`src/rtl/network_mod_frame_arb.sv`:
```
// Round-robin frame arbiter: grants one requester per frame and holds it until EOF.
// Optional idle watchdog is compiled in with NETWORK_MOD_FRAME_ARB_WATCHDOG_EN.
module network_mod_frame_arb #(
    parameter int CHANNELS = 4,
    parameter int TIMEOUT  = 1024,
    localparam int IDX_W   = $clog2(CHANNELS)
) (
    input  logic                clk,
    input  logic                reset,
    input  logic [CHANNELS-1:0] req,
    input  logic [CHANNELS-1:0] ch_en,
    input  logic                xfer_vld,
    input  logic                xfer_eof,
    input  logic                err_clr,
    output logic [CHANNELS-1:0] grant,
    output logic                grant_vld,
    output logic [IDX_W-1:0]    grant_idx,
    output logic [31:0]         stat_frames,
    output logic [CHANNELS-1:0] timeout_err
);

    typedef enum logic {IDLE, BUSY} state_t;

    state_t              state;
    logic [IDX_W-1:0]    last_idx;
    logic [CHANNELS-1:0] eligible;
    logic [IDX_W-1:0]    arb_ptr;
    logic [IDX_W-1:0]    pick;
    logic                found;
    logic                eof_release;
    logic                timeout_hit;
    logic                release_now;

    // Returns {found, index} of the first set bit strictly after ptr, wrapping.
    function automatic logic [IDX_W:0] next_grant(input logic [CHANNELS-1:0] elig,
                                                  input logic [IDX_W-1:0]    ptr);
        logic [IDX_W:0] res;
        int             cand;
        res = '0;
        for (int k = 1; k <= CHANNELS; k++) begin
            cand = (int'(ptr) + k) % CHANNELS;
            if (!res[IDX_W] && elig[cand]) begin
                res = {1'b1, IDX_W'(cand)};
            end
        end
        return res;
    endfunction

    // NOTE: every combinational output gets a value before any branch so no latch is inferred.
    always_comb begin
        eligible = req & ch_en;
        // On a release cycle the pointer is the channel being released.
        arb_ptr  = (state == BUSY) ? grant_idx : last_idx;
        {found, pick} = next_grant(eligible, arb_ptr);
    end

    assign eof_release = (state == BUSY) && xfer_vld && xfer_eof;
    assign release_now = eof_release || timeout_hit;

`ifdef NETWORK_MOD_FRAME_ARB_WATCHDOG_EN
    logic [15:0] wd_cnt;

    assign timeout_hit = (state == BUSY) && !xfer_vld && (wd_cnt == 16'(TIMEOUT - 1));

    always_ff @(posedge clk) begin
        if (reset) begin
            wd_cnt      <= '0;
            timeout_err <= '0;
        end else begin
            if (state == IDLE || xfer_vld || release_now) begin
                wd_cnt <= '0;
            end else begin
                wd_cnt <= wd_cnt + 16'd1;
            end
            // A set on the same cycle as a clear must win.
            timeout_err <= (timeout_err & ~{CHANNELS{err_clr}}) |
                           (timeout_hit ? grant : '0);
        end
    end
`else
    logic unused_err_clr;

    assign unused_err_clr = err_clr;
    assign timeout_hit    = 1'b0;
    assign timeout_err    = '0;
`endif

    // NOTE: state and outputs update with non-blocking assignments so every read sees the pre-edge value.
    always_ff @(posedge clk) begin
        if (reset) begin
            state       <= IDLE;
            grant       <= '0;
            grant_vld   <= 1'b0;
            grant_idx   <= '0;
            last_idx    <= IDX_W'(CHANNELS - 1);
            stat_frames <= '0;
        end else begin
            case (state)
                IDLE: begin
                    if (found) begin
                        state     <= BUSY;
                        grant     <= {{(CHANNELS-1){1'b0}}, 1'b1} << pick;
                        grant_vld <= 1'b1;
                        grant_idx <= pick;
                    end
                end
                BUSY: begin
                    if (release_now) begin
                        last_idx <= grant_idx;
                        if (eof_release) begin
                            stat_frames <= stat_frames + 32'd1;
                        end
                        if (found) begin
                            grant     <= {{(CHANNELS-1){1'b0}}, 1'b1} << pick;
                            grant_vld <= 1'b1;
                            grant_idx <= pick;
                        end else begin
                            state     <= IDLE;
                            grant     <= '0;
                            grant_vld <= 1'b0;
                            grant_idx <= '0;
                        end
                    end
                end
                default: state <= IDLE;
            endcase
        end
    end

endmodule

```
`config.mk`:
```
export PLATFORM = sky130hd
export DESIGN_NAME = network_mod_frame_arb
export DESIGN_NICKNAME = d
export VERILOG_FILES = /design/src/rtl/network_mod_frame_arb.sv
export SDC_FILE = /design/constraint.sdc
export NUM_CORES = 1
export LEC_CHECK = 0
export CAP_MARGIN = 20
export CORE_UTILIZATION = 52
export CTS_CLUSTER_DIAMETER = 80
export DETAILED_ROUTE_END_ITERATION = 12
export GPL_TIMING_DRIVEN = 0
export PLACE_DENSITY = 0.9
export SLEW_MARGIN = 25
export SYNTH_ARGS = -nofsm -noshare
export SYNTH_HDL_FRONTEND = slang
export SYNTH_SLANG_ARGS = --single-unit
```
`constraint.sdc`:
```
create_clock -name clk -period 5.7 [get_ports clk]
set_clock_uncertainty 0.2 [all_clocks]
set_input_delay 1.14 -clock clk [delete_from_list [all_inputs] [get_ports clk]]
set_output_delay 1.14 -clock clk [all_outputs]
set_load 0.01 [all_outputs]
```
Word-level counts from Yosys, hierarchy flattened
Index checks and enable logic that the tools add are counted.

word-level totals
  word-level logic and storage cells = 69
  input bits = 13
  register bits after elaboration = 42

cells by class
  bitwise logic cells = 6
  eq/ne operators = 2
  reduce and logical (&&, ||, !) cells = 14
  muxes and demuxes = 31
  shift-type cells = 1
  order comparisons = 4
  $add $sub $neg = 5

operators with widths
  kind                                                number
  adder 32 x 1 -> 32 bit, second input constant       1
  < comparator 3 x 4 -> 1 bit, second input constant  4
  2-to-1 mux 1 bit                                    12
  2-to-1 mux 3 bit                                    4
  2-to-1 mux 4 bit                                    3
  binary-select mux 1 bit (select 2 bit)              4
  2-to-1 mux 2 bit                                    4
  one-hot mux 4 bit (2 select lines)                  1
  OR reduction 2 bit                                  4
  logical AND 1 bit                                   5
  adder 2 x 1 -> 2 bit, second input constant         2
  adder 2 bit, second input constant                  2
  bitwise AND 1 bit, first input constant             4
  bitwise AND 4 bit                                   1
  one-hot mux 1 bit (2 select lines)                  2
  one-hot mux 2 bit (2 select lines)                  1
  AND reduction 2 bit                                 2
  left shift 1 x 2 -> 4 bit, first input constant     1
  logical NOT 1 bit                                   3
  != test 2 x 1 -> 1 bit, second input constant       1
  != test 2 bit, second input constant                1
  inverter 1 bit                                      1

Depth between registers and ports, before layout
Gate-level depths: netlist of the first run.

  depth in word-level cells = 21
  depth in mapped cells = 7
  mapped depth without buffers = 5

Worst setup path after synthesis of the first run
No wires, ideal clock.

  path type = input port to flip-flop
  start point = in xfer_eof
  end point = reg stat_frames[31]
  stages = 6
  arrival time = 2.460 ns
  path buffers = 2
  library setup time = 0.123 ns
  setup slack = 2.917 ns
  data required time = 5.377 ns
  cell sequence = nand3_4 or3_1 buf_6 buf_8 nor4_1 mux2_1

on the way
  longest elaborated chain between the ends = 2

ends and longest elaborated chain
  element                        line  source
  start, declared                13    input logic xfer_eof,
  logical AND 1 bit              57    assign eof_release = (state == BUSY) && xfer_vld && xfer_eof;
  AND reduction 2 bit (no line)  n/a
  end signal, assigned           111   stat_frames <= stat_frames + 32'd1;
  end, declared                  18    output logic [31:0] stat_frames,

No other way between the ends.
A chain may end at the register's enable or synchronous reset.

Worst setup path after layout of the first run
  start point = in xfer_eof
  end point = reg stat_frames[29]

The elaborated chain is that of the path after synthesis.

==> results of run 1 <==
layout make-up:
class                           count  area (um^2)
Multi-Input combinational cell    187         1210
Fill cell                         332         1150
Sequential cell                    42          841
Timing Repair Buffer               50          500
Buffer                             15          108
Clock buffer                        7         76.3
Tap cell                           50         62.6
Clock inverter                      1         30.0
Inverter                            6         22.5
worst max-delay path, delay by kind of cell:
family	cells	cell delay (ps)
and+or+nand+nor	3	830
buffers and inverters	3	800
muxes	1	350
worst min path at each step:
stage           startpoint     endpoint  slack (ps)  depth (start not counted)
5_1_grt           grant[1]     grant[1]         290                          2
4_1_cts          grant_vld    grant_vld         270                          2
3_3_place_gp      grant[3]     grant[3]         250                          2
3_5_place_dp      grant[1]     grant[1]         250                          2
6_report          grant[1]     grant[1]         260                          2
2_1_floorplan  last_idx[1]  last_idx[1]         240                          2
through the flow:
step / setup WS, ps / utilization [%]
3_3_place_gp: 2280 / 68.5
6_report: 2560 / 71.2
2_1_floorplan: 2920 / -
5_1_grt: 2520 / 71.2
4_1_cts: 2550 / 71.2
3_5_place_dp: 2260 / 68.5
cell usage after synthesis (3+ instances only):
| cell type | instances |
|---|---|
| a21oi_1 | 14 |
| a22oi_1 | 3 |
| and3_1 | 4 |
| and4_1 | 6 |
| buf_4 | 5 |
| clkbuf_1 | 3 |
| dfxtp_1 | 42 |
| inv_1 | 6 |
| mux2_2 | 10 |
| nand2_1 | 22 |
| nand3_1 | 11 |
| nand3b_1 | 3 |
| nand4_1 | 7 |
| nor2_1 | 22 |
| nor2b_1 | 11 |
| nor4_1 | 13 |
| o31ai_1 | 9 |
| or4_1 | 9 |
| xnor2_1 | 4 |
| xor2_1 | 5 |
report_power, final:
part	total (W)	internal, W	switching [W]
logic	0.0000662	0.0000331	0.0000331
registers	0.000305	0.000300	0.00000495
clock network	0.000231	0.000131	0.000100
total	0.000602	0.000464	0.000138
state kept, by name, summed over array words and instances, names as in the netlist:
name         count
grant_idx        2
stat_frames     32
last_idx         2
state            1
grant            4
grant_vld        1
per-layer routing:
metal	up-vias	wire length, um	share of wire (%)	track usage [%]
li1	1022	-	-	-
met1	979	2280	46	29.8
met2	70	2400	49	39.4
met3	4	249	5.0	5.14
met4	0	23	0.46	6.91
met5	-	0	0	0
cell usage in the layout (no fill, tap or decap), types with 4 or more instances in the layout:
cell	instances
nor4_1	13
buf_4	5
clkbuf_8	5
clkdlybuf4s50_1	50
a21oi_1	14
mux2_2	10
xor2_1	5
clkbuf_1	5
inv_1	6
dfxtp_1	42
nand4_1	7
o31ai_1	9
and4_1	6
and3_1	4
xnor2_1	4
nand3_1	11
nor2b_1	11
nor2_1	22
conb_1	4
or4_1	9
nand2_1	22
kinds of logic after synthesis:
family	Yosys count	synth area share, %
other cells	1	0.173
fa+ha+maj	1	0.578
simple gates	117	30.2
flops	42	38.8
xor+xnor	9	3.64
compound gates	42	13.4
buf+inv	21	6.01
mux	14	7.16
==> run summary, run 1 <==
- 0% — share of flip-flops with an asynchronous set or reset after synthesis
- 2075 — DR vias
- 2740 um^2 — placed standard-cell area
- 66.5 um — Die Y
- clkdlybuf4s50_1 -> nand3_4 -> or3_1 -> buf_6 -> buf_8 -> nor4_1 -> mux2_1 — cell-by-cell listing of the critical path
- 56 — number of top-level design ports
- 54.1% — Initial Utilization
- 358 — Final Instance Count excl. Fillers
- 0 — number of setup violations in the final report
- 0 — number of antenna-violating nets in the routed design
- xfer_eof — critical path launch point
- 0 — Post-CTS Setup Repair Bufs
- 605 ps — transition time of the tightest slew-check pin
- 70 ps — clock transition at the register clock pins on the worst setup and hold paths after CTS
- 0.832 — RePlAce Congestion
- 0.318 GHz — maximum clock rate
- 0 — total overflow reported by the global router
- 0 — final hold violation count
- 4430 um^2 — die area
- completed — run status
- built — clock tree from TritonCTS
- 13 — pin count of the biggest net entering global routing
- 3140 ps — Period minus WS final
- 263 ps — worst hold slack
- 2170 um^2 — combined area of all synthesized cells
- 5680 ps — data required time at the worst endpoint
- 0 — max-cap check violation count
- 10 — critical-path maximum fanout
- stat_frames[29] — endpoint of the worst setup timing path
- 1856 — via count of the first global-routing pass
- 0.000602 W — Final Power
- 50 — PortBufs
- 212 nW/um^2 — ratio of total power to cell area
- 23.4% — global-route usage over all layers
- 13.8 um — Wirelength per Cell
- 321 — final net count
- 0 — max-slew violation count
- 4000 um^2 — Floorplan Core Area
- stat_frames[29] — R2R Path End
- 5.80 — via-per-instance ratio
- input pin — CP Launch Type
- 0 — Inserted Diodes
- 8 — total iterations of the first detailed-routing run
- flip-flop — critical path capture point type
- clkdlybuf4s50_1 — master of the slowest instance on the critical path
- 3120 ps — worst path arrival time
- 0 ps — final-layout setup total negative slack
- state — launching point of the worst reg2reg path
- 3450 ps — reg2reg setup slack
- 0 — Post-CTS Hold Fix Bufs
- 42 — Sink Count
- dfxtp_1 (39%), mux2_2 (5.2%), nand2_1 (3.8%), nor2_1 (3.8%), nor4_1 (3.8%) — synth top area cells
- 8.77 um^2 — per-instance average area after synthesis
- 520 ps — largest incremental delay on the critical path
- 0 — # resized after CTS
- 66.5 um — Die W
- 38.8% — Synth top area share
- dfxtp_1 — dominant cell type by area after synthesis
- 0.996 nW — static leakage
- 0 — post-detailed-route DRC marker count
- 2 — total number of H-tree levels
- 23 — number of rows in the core area
- 42 — number of register bits inferred by synthesis
- 5 — total CTS buffers
- 31.4% — relative area change from synthesis to final layout
- 8.05 mm — global-route wire length before repair
- 134 — Detailed Route Iter0 Violations
- 4.96 mm — total wire length after detailed routing
- 38.8% — fraction of the yosys area taken by sequential cells
- 49 — post-synth cell types
- reg2reg — worst hold-check path type
- 350 — Placed Instances
- 0 — Yosys Warn Count
- 247 — number of standard cells after synthesis
- 2 — buffer levels on the longest clock path
- 0 — antenna violations before repair
- 59.3% — worst rel slew slack
- 300 ps — clock latency reported for the late side of the worst-skew pair
- 0 — EDFF count, synth
- 2850 um^2 — Design Area, Final
- no — RSZ-0062 raised after global routing
- dfxtp_1 — Most used DFF post-synth
- 9.42% — fraction of final layout cells with drive strength greater than 1
- clkbuf_8 — CTS Root Buffer Type
- in2reg — Worst Setup Path Type
- 7 — Worst Reg-to-Reg Cells
- 55.2% — fin crit share
- 0.000129 V — peak supply drop
- 3.55 mm — Detail Placement HPWL
No activity file was read; power rests on OpenSTA's default activity.
==> run 2, diff against run 1 <==
- CORE_UTILIZATION: 52 -> 49
- PLACE_DENSITY: 0.9 -> 0.86
- clock period: 5.7 -> 3.04 ns (I/O delays scaled with it)
==> run 2 against run 1 <==
Compared with the run above: sequential cell count unchanged; combinational power up 89%; wire length up 2.0%; critical path depth down 1; setup slack worse by 2100 ps; highest routed layer unchanged; count of clock-buffer cells in the layout down 2; clock power up 90%; die area up 5.9%; non-clock buffer count unchanged; sequential power up 87%; power up 88%.
==> run summary, run 2 (synthesized netlist as in run 1, its figures left out) <==
- completed — run status
- input pin — CP Launch Type
- 841 um^2 — area occupied by registers, unchanged
- 259 ps — worst hold slack, -4.29 ps
- 1.00 nW — static leakage, +0.55%
- 0.384 GHz — maximum clock rate
- 0 — total overflow reported by the global router, unchanged
- in2reg — Worst Setup Path Type
- 300 ps — clock latency reported for the late side of the worst-skew pair, about the same
- 2 — count of buffering cells on the critical path with inverters included, -1
- 2740 um^2 — placed standard-cell area, unchanged
- 14 — pin count of the biggest net entering global routing, +1
- 56.8% — worst rel slew slack, -2.5 points
- xfer_eof — critical path launch point
- 23 — number of rows in the core area, unchanged
- 0 — max-cap check violation count, unchanged
- 9 — critical-path maximum fanout, -1
- stat_frames (32), grant (4) — Largest regs
- 80 ps — clock transition at the register clock pins on the worst setup and hold paths after CTS, about the same
- 321 — final net count, unchanged
- 0 — Post-CTS Hold Fix Bufs, unchanged
- 2089 — DR vias, +0.67%
- 520 ps — largest incremental delay on the critical path, about the same
- 159 — Detailed Route Iter0 Violations, +19%
- 358 — Final Instance Count excl. Fillers, unchanged
- 2 — total number of H-tree levels, unchanged
- clkdlybuf4s50_1 — leading cell type in the layout, fill and taps excluded
- built — clock tree from TritonCTS
- clkbuf_8 — CTS Root Buffer Type
- 2 — buffer levels on the longest clock path, unchanged
- 68.5 um — Die Y, +2.9%
- 2850 um^2 — Design Area, Final, about the same
- 0 — post-detailed-route DRC marker count, unchanged
- 8.33 mm — global-route wire length before repair, +3.5%
- 0 — antenna violations before repair, unchanged
- 0 — number of setup violations in the final report, unchanged
- 1836 — via count of the first global-routing pass, -1.1%
- grant[1] — startpoint of the worst hold path
- 30.9% — global routing usage on met1, +1.1 points
- 330 — Filler Cells Inserted, -0.60%
- 68.5 um — Die W, +2.9%
- 85.8% — fin crit share
- clkdlybuf4s50_1 -> nand3_4 -> or3_1 -> buf_6 -> nor4_1 -> mux2_2 — cell-by-cell listing of the critical path
- clkdlybuf4s50_1 (50), dfxtp_1 (42), nand2_1 (22), nor2_1 (22), a21oi_1 (14) — commonest cells after routing, fill and taps aside
- 14.1 um — Wirelength per Cell, +2.0%
- 4.67% — GR met3 Demand/Resource, -0.47 points
- 5.05 mm — total wire length after detailed routing, +2.0%
- 4120 um^2 — Floorplan Core Area, +2.9%
- 10.1% — fraction of final layout cells with drive strength greater than 1, +0.65 points
- 23.5% — global-route usage over all layers, +0.030 points
- 0.000377 V — peak supply drop, +190%
- 0 — final hold violation count, unchanged
- 32 — max reg flops, unchanged
- 38.6% — global routing met2 resource utilization, -0.81 points
- no — RSZ-0062 raised after global routing
- 1210 um^2 — area of combinational cells with multiple inputs, unchanged
- 3030 ps — data required time at the worst endpoint, -2650 ps
- 0 — Inserted Diodes, unchanged
- 4690 um^2 — die area, +5.9%
- clkdlybuf4s50_1 — master of the slowest instance on the critical path
- 0 — max-slew violation count, unchanged
- 42 — Sink Count, unchanged
- 350 — Placed Instances, unchanged
- stat_frames — Most flops, register
- 3.60 mm — Detail Placement HPWL, +1.2%
- 56 — number of top-level design ports, unchanged
- simple AND/OR/NAND/NOR gates — cell type group with the largest total delay on the critical path
- met2 — most utilized layer in the global route result
- 642 ps — transition time of the tightest slew-check pin, +36.6 ps
- state — launching point of the worst reg2reg path
- 0 — Post-CTS Setup Repair Bufs, unchanged
- 50 — PortBufs, unchanged
- 52.6% — Initial Utilization, -1.5 points
- 0 ps — final-layout setup total negative slack, unchanged
- 2590 ps — worst path arrival time, -530 ps
- 0 — number of antenna-violating nets in the routed design, unchanged
- reg2reg — worst hold-check path type
- 5.84 — via-per-instance ratio, +0.67%
- 2610 ps — Period minus WS final
- 398 nW/um^2 — ratio of total power to cell area, +88%
- 5 — total CTS buffers, unchanged
- flip-flop — critical path capture point type
- 0.803 — RePlAce Congestion, -3.6%
- 31.5% — relative area change from synthesis to final layout, about the same
- 0 — # resized after CTS, unchanged
- 4 — total iterations of the first detailed-routing run, -4
## run 2: cell types whose count changed in the layout (fill, tap and decap cells not counted)
cell,previous run,this run
clkinv_2,0,2
clkbuf_1,5,3
## run 2: path summary, 6_finish.rpt
path	endpoint	slack, ps	cells after the start
worst min register to register	grant[1]	260	2
worst max-delay path	stat_frames[27]	430	6
worst min-delay path	grant[1]	260	2
worst max register to register	stat_frames[27]	820	6
## run 2: through the flow
stage / util (%) / total power [W] / worst slack (ps)
after floorplan: - / 0.000656 / 789
after global placement: 66.6 / 0.000705 / 127
after detailed placement: 66.6 / 0.000708 / 139
after CTS: 69.2 / 0.00114 / 438
after global routing: 69.2 / 0.00117 / 377
final: 69.2 / 0.00114 / 433
## run 2: layout make-up
type | count | area share (%)
multi-input combinational | 187 | 42.3
buffer | 15 | 3.78
clock inverter | 3 | 1.41
inverter | 6 | 0.791
timing repair buffer | 50 | 17.6
clock buffer | 5 | 2.42
sequential | 42 | 29.5
tap | 50 | 2.20
## run 2: power breakdown
group	internal [W]	leakage, nW	switching [W]
registers	0.000562	0.340	0.00000918
clock network	0.000242	0.0579	0.000198
logic	0.0000620	0.603	0.0000627
## run 2: layer usage
metal  part of all wire (%)  wire length (um)
met1                     45              2250
met2                     48              2430
met3                    6.9               347
met4                   0.38                19
met5                      0                 0
## run 2: worst min-delay path, stage by stage, from the launching register on
cell     delay, ps
dfxtp_1        310
inv_1           50
o32ai_1         50
==> run 3, diff against run 2 <==
- REMOVE_ABC_BUFFERS: default -> 1
==> run 3 against run 2 <==
Compared with the run above: first-iteration DRC count decreased by 30%; highest routed layer unchanged; cell count is 3.9% lower; non-clock buffer count fell by 14; largest power group unchanged.
==> run summary, run 3 (synthesized netlist as in run 1, its figures left out) <==
- in2reg — Worst Setup Path Type
- completed — run status
- 0 — antenna violations before repair, unchanged
- 389 nW/um^2 — ratio of total power to cell area, -2.4%
- 1792 — via count of the first global-routing pass, -2.4%
- 5.85 — via-per-instance ratio, +0.33%
- 7.87 mm — global-route wire length before repair, -5.5%
- 4120 um^2 — Floorplan Core Area, unchanged
- 68.5 um — Die W, unchanged
- 0 — final hold violation count, unchanged
- 4 — total iterations of the first detailed-routing run, unchanged
- 0 — Post-CTS Setup Repair Bufs, unchanged
- 623 ps — transition time of the tightest slew-check pin, -19.0 ps
- 111 — Detailed Route Iter0 Violations, -30%
- no — RSZ-0062 raised after global routing
- 307 — final net count, -4.4%
- 300 ps — clock latency reported for the late side of the worst-skew pair, about the same
- 0 — # resized after CTS, unchanged
- 32 — max reg flops, unchanged
- clkdlybuf4s50_1 (49), dfxtp_1 (42), nand2_1 (22), nor2_1 (22), a21oi_1 (14) — commonest cells after routing, fill and taps aside
- 56 — number of top-level design ports, unchanged
- 0 — number of antenna-violating nets in the routed design, unchanged
- clkdlybuf4s50_1 — leading cell type in the layout, fill and taps excluded
- flip-flop — critical path capture point type
- 87.7% — fin crit share, +1.9 points
- 0.375 GHz — maximum clock rate, -2.2%
- 3040 ps — data required time at the worst endpoint, about the same
- 23 — number of rows in the core area, unchanged
- 0 — post-detailed-route DRC marker count, unchanged
- 0 — max-cap check violation count, unchanged
- 0.000262 V — peak supply drop, -30%
- 2 — buffer levels on the longest clock path, unchanged
- 4690 um^2 — die area, unchanged
- stat_frames — Most flops, register
- 68.5 um — Die Y, unchanged
- 2670 ps — Period minus WS final, +58.3 ps
- 372 — Filler Cells Inserted, +13%
- 0 — max-slew violation count, unchanged
- 0 — total overflow reported by the global router, unchanged
- 3.30 mm — Detail Placement HPWL, -8.2%
- 4.73 mm — total wire length after detailed routing, -6.5%
- 7.82% — fraction of final layout cells with drive strength greater than 1, -2.2 points
- 2014 — DR vias, -3.6%
- 22.4% — global-route usage over all layers, -1.1 points
- reg2reg — worst hold-check path type
- 2 — total number of H-tree levels, unchanged
- clkbuf_8 — CTS Root Buffer Type
- 5 — total CTS buffers, unchanged
- 2660 ps — worst path arrival time, +70 ps
- 52.6% — Initial Utilization, unchanged
- 66.7% — Final Util, -2.5 points
- 0 — Post-CTS Hold Fix Bufs, unchanged
- stat_frames (32), grant (4) — Largest regs
- 80 ps — clock transition at the register clock pins on the worst setup and hold paths after CTS, about the same
- 35 — pin count of the biggest net entering global routing, +21
- 58.1% — worst rel slew slack, +1.3 points
- 18 — critical-path maximum fanout, +9
- 0.790 — RePlAce Congestion, -1.6%
- 0 — Inserted Diodes, unchanged
- built — clock tree from TritonCTS
- 42 — Sink Count, unchanged
- 50 — PortBufs, unchanged
- 0.943 nW — static leakage, -5.8%
- 13.7 um — Wirelength per Cell, -2.7%
- input pin — CP Launch Type
- 265 ps — worst hold slack, +6.31 ps
- 26.8% — relative area change from synthesis to final layout
- 0 — number of setup violations in the final report, unchanged
==> run 3: path summary, 6_finish.rpt <==
path,cells after the start,endpoint,from,slack [ps]
worst max-delay path,5,stat_frames[31],xfer_eof,370
worst min-delay path,2,grant[1],grant[1],270
worst max register to register,4,stat_frames[31],state,630
worst min register to register,2,grant[1],grant[1],270
==> run 3: power breakdown <==
group          internal (W)  switching [W]
logic             0.0000575      0.0000582
registers          0.000562      0.0000118
clock network      0.000183       0.000195
==> run 3: routing by layer <==
layer / track usage [%] / up-vias / wire (um)
met5: 0 / - / 0
met4: 8.07 / 0 / 74
met3: 5.83 / 9 / 213
met2: 37.4 / 49 / 2320
met1: 27.3 / 950 / 2120
li1: - / 1006 / -
==> run 3: final cells by class <==
class	count	area (um^2)	area share, %
multi-input cells	187	1210	43.9
flip-flops and latches	42	841	30.6
repair buffers	51	523	19.0
clock buffers	7	86.3	3.14
well taps	50	62.6	2.28
inverters	6	22.5	0.820
clock inverters	1	5.00	0.182
==> run 3: worst max-delay path, cell delays in order <==
cell	delay (ps)
clkdlybuf4s50_1	530
nand3_4	130
or3_1	630
nor4_1	410
mux2_1	350
==> run 3: through the flow <==
| stage | setup WS [ps] | total power, W | cell area [um^2] | TNS, ps | cells |
|---|---|---|---|---|---|
| global placement | -254 | 0.000696 | 2630 | -835 | 335 |
| CTS | 374 | 0.00107 | 2750 | 0 | 344 |
| finish | 375 | 0.00107 | 2750 | 0 | 344 |
| global route | 245 | 0.00112 | 2750 | 0 | 344 |
| floorplan | 807 | 0.000642 | 2070 | 0 | 235 |
| detailed placement | 57.3 | 0.000700 | 2660 | 0 | 336 |
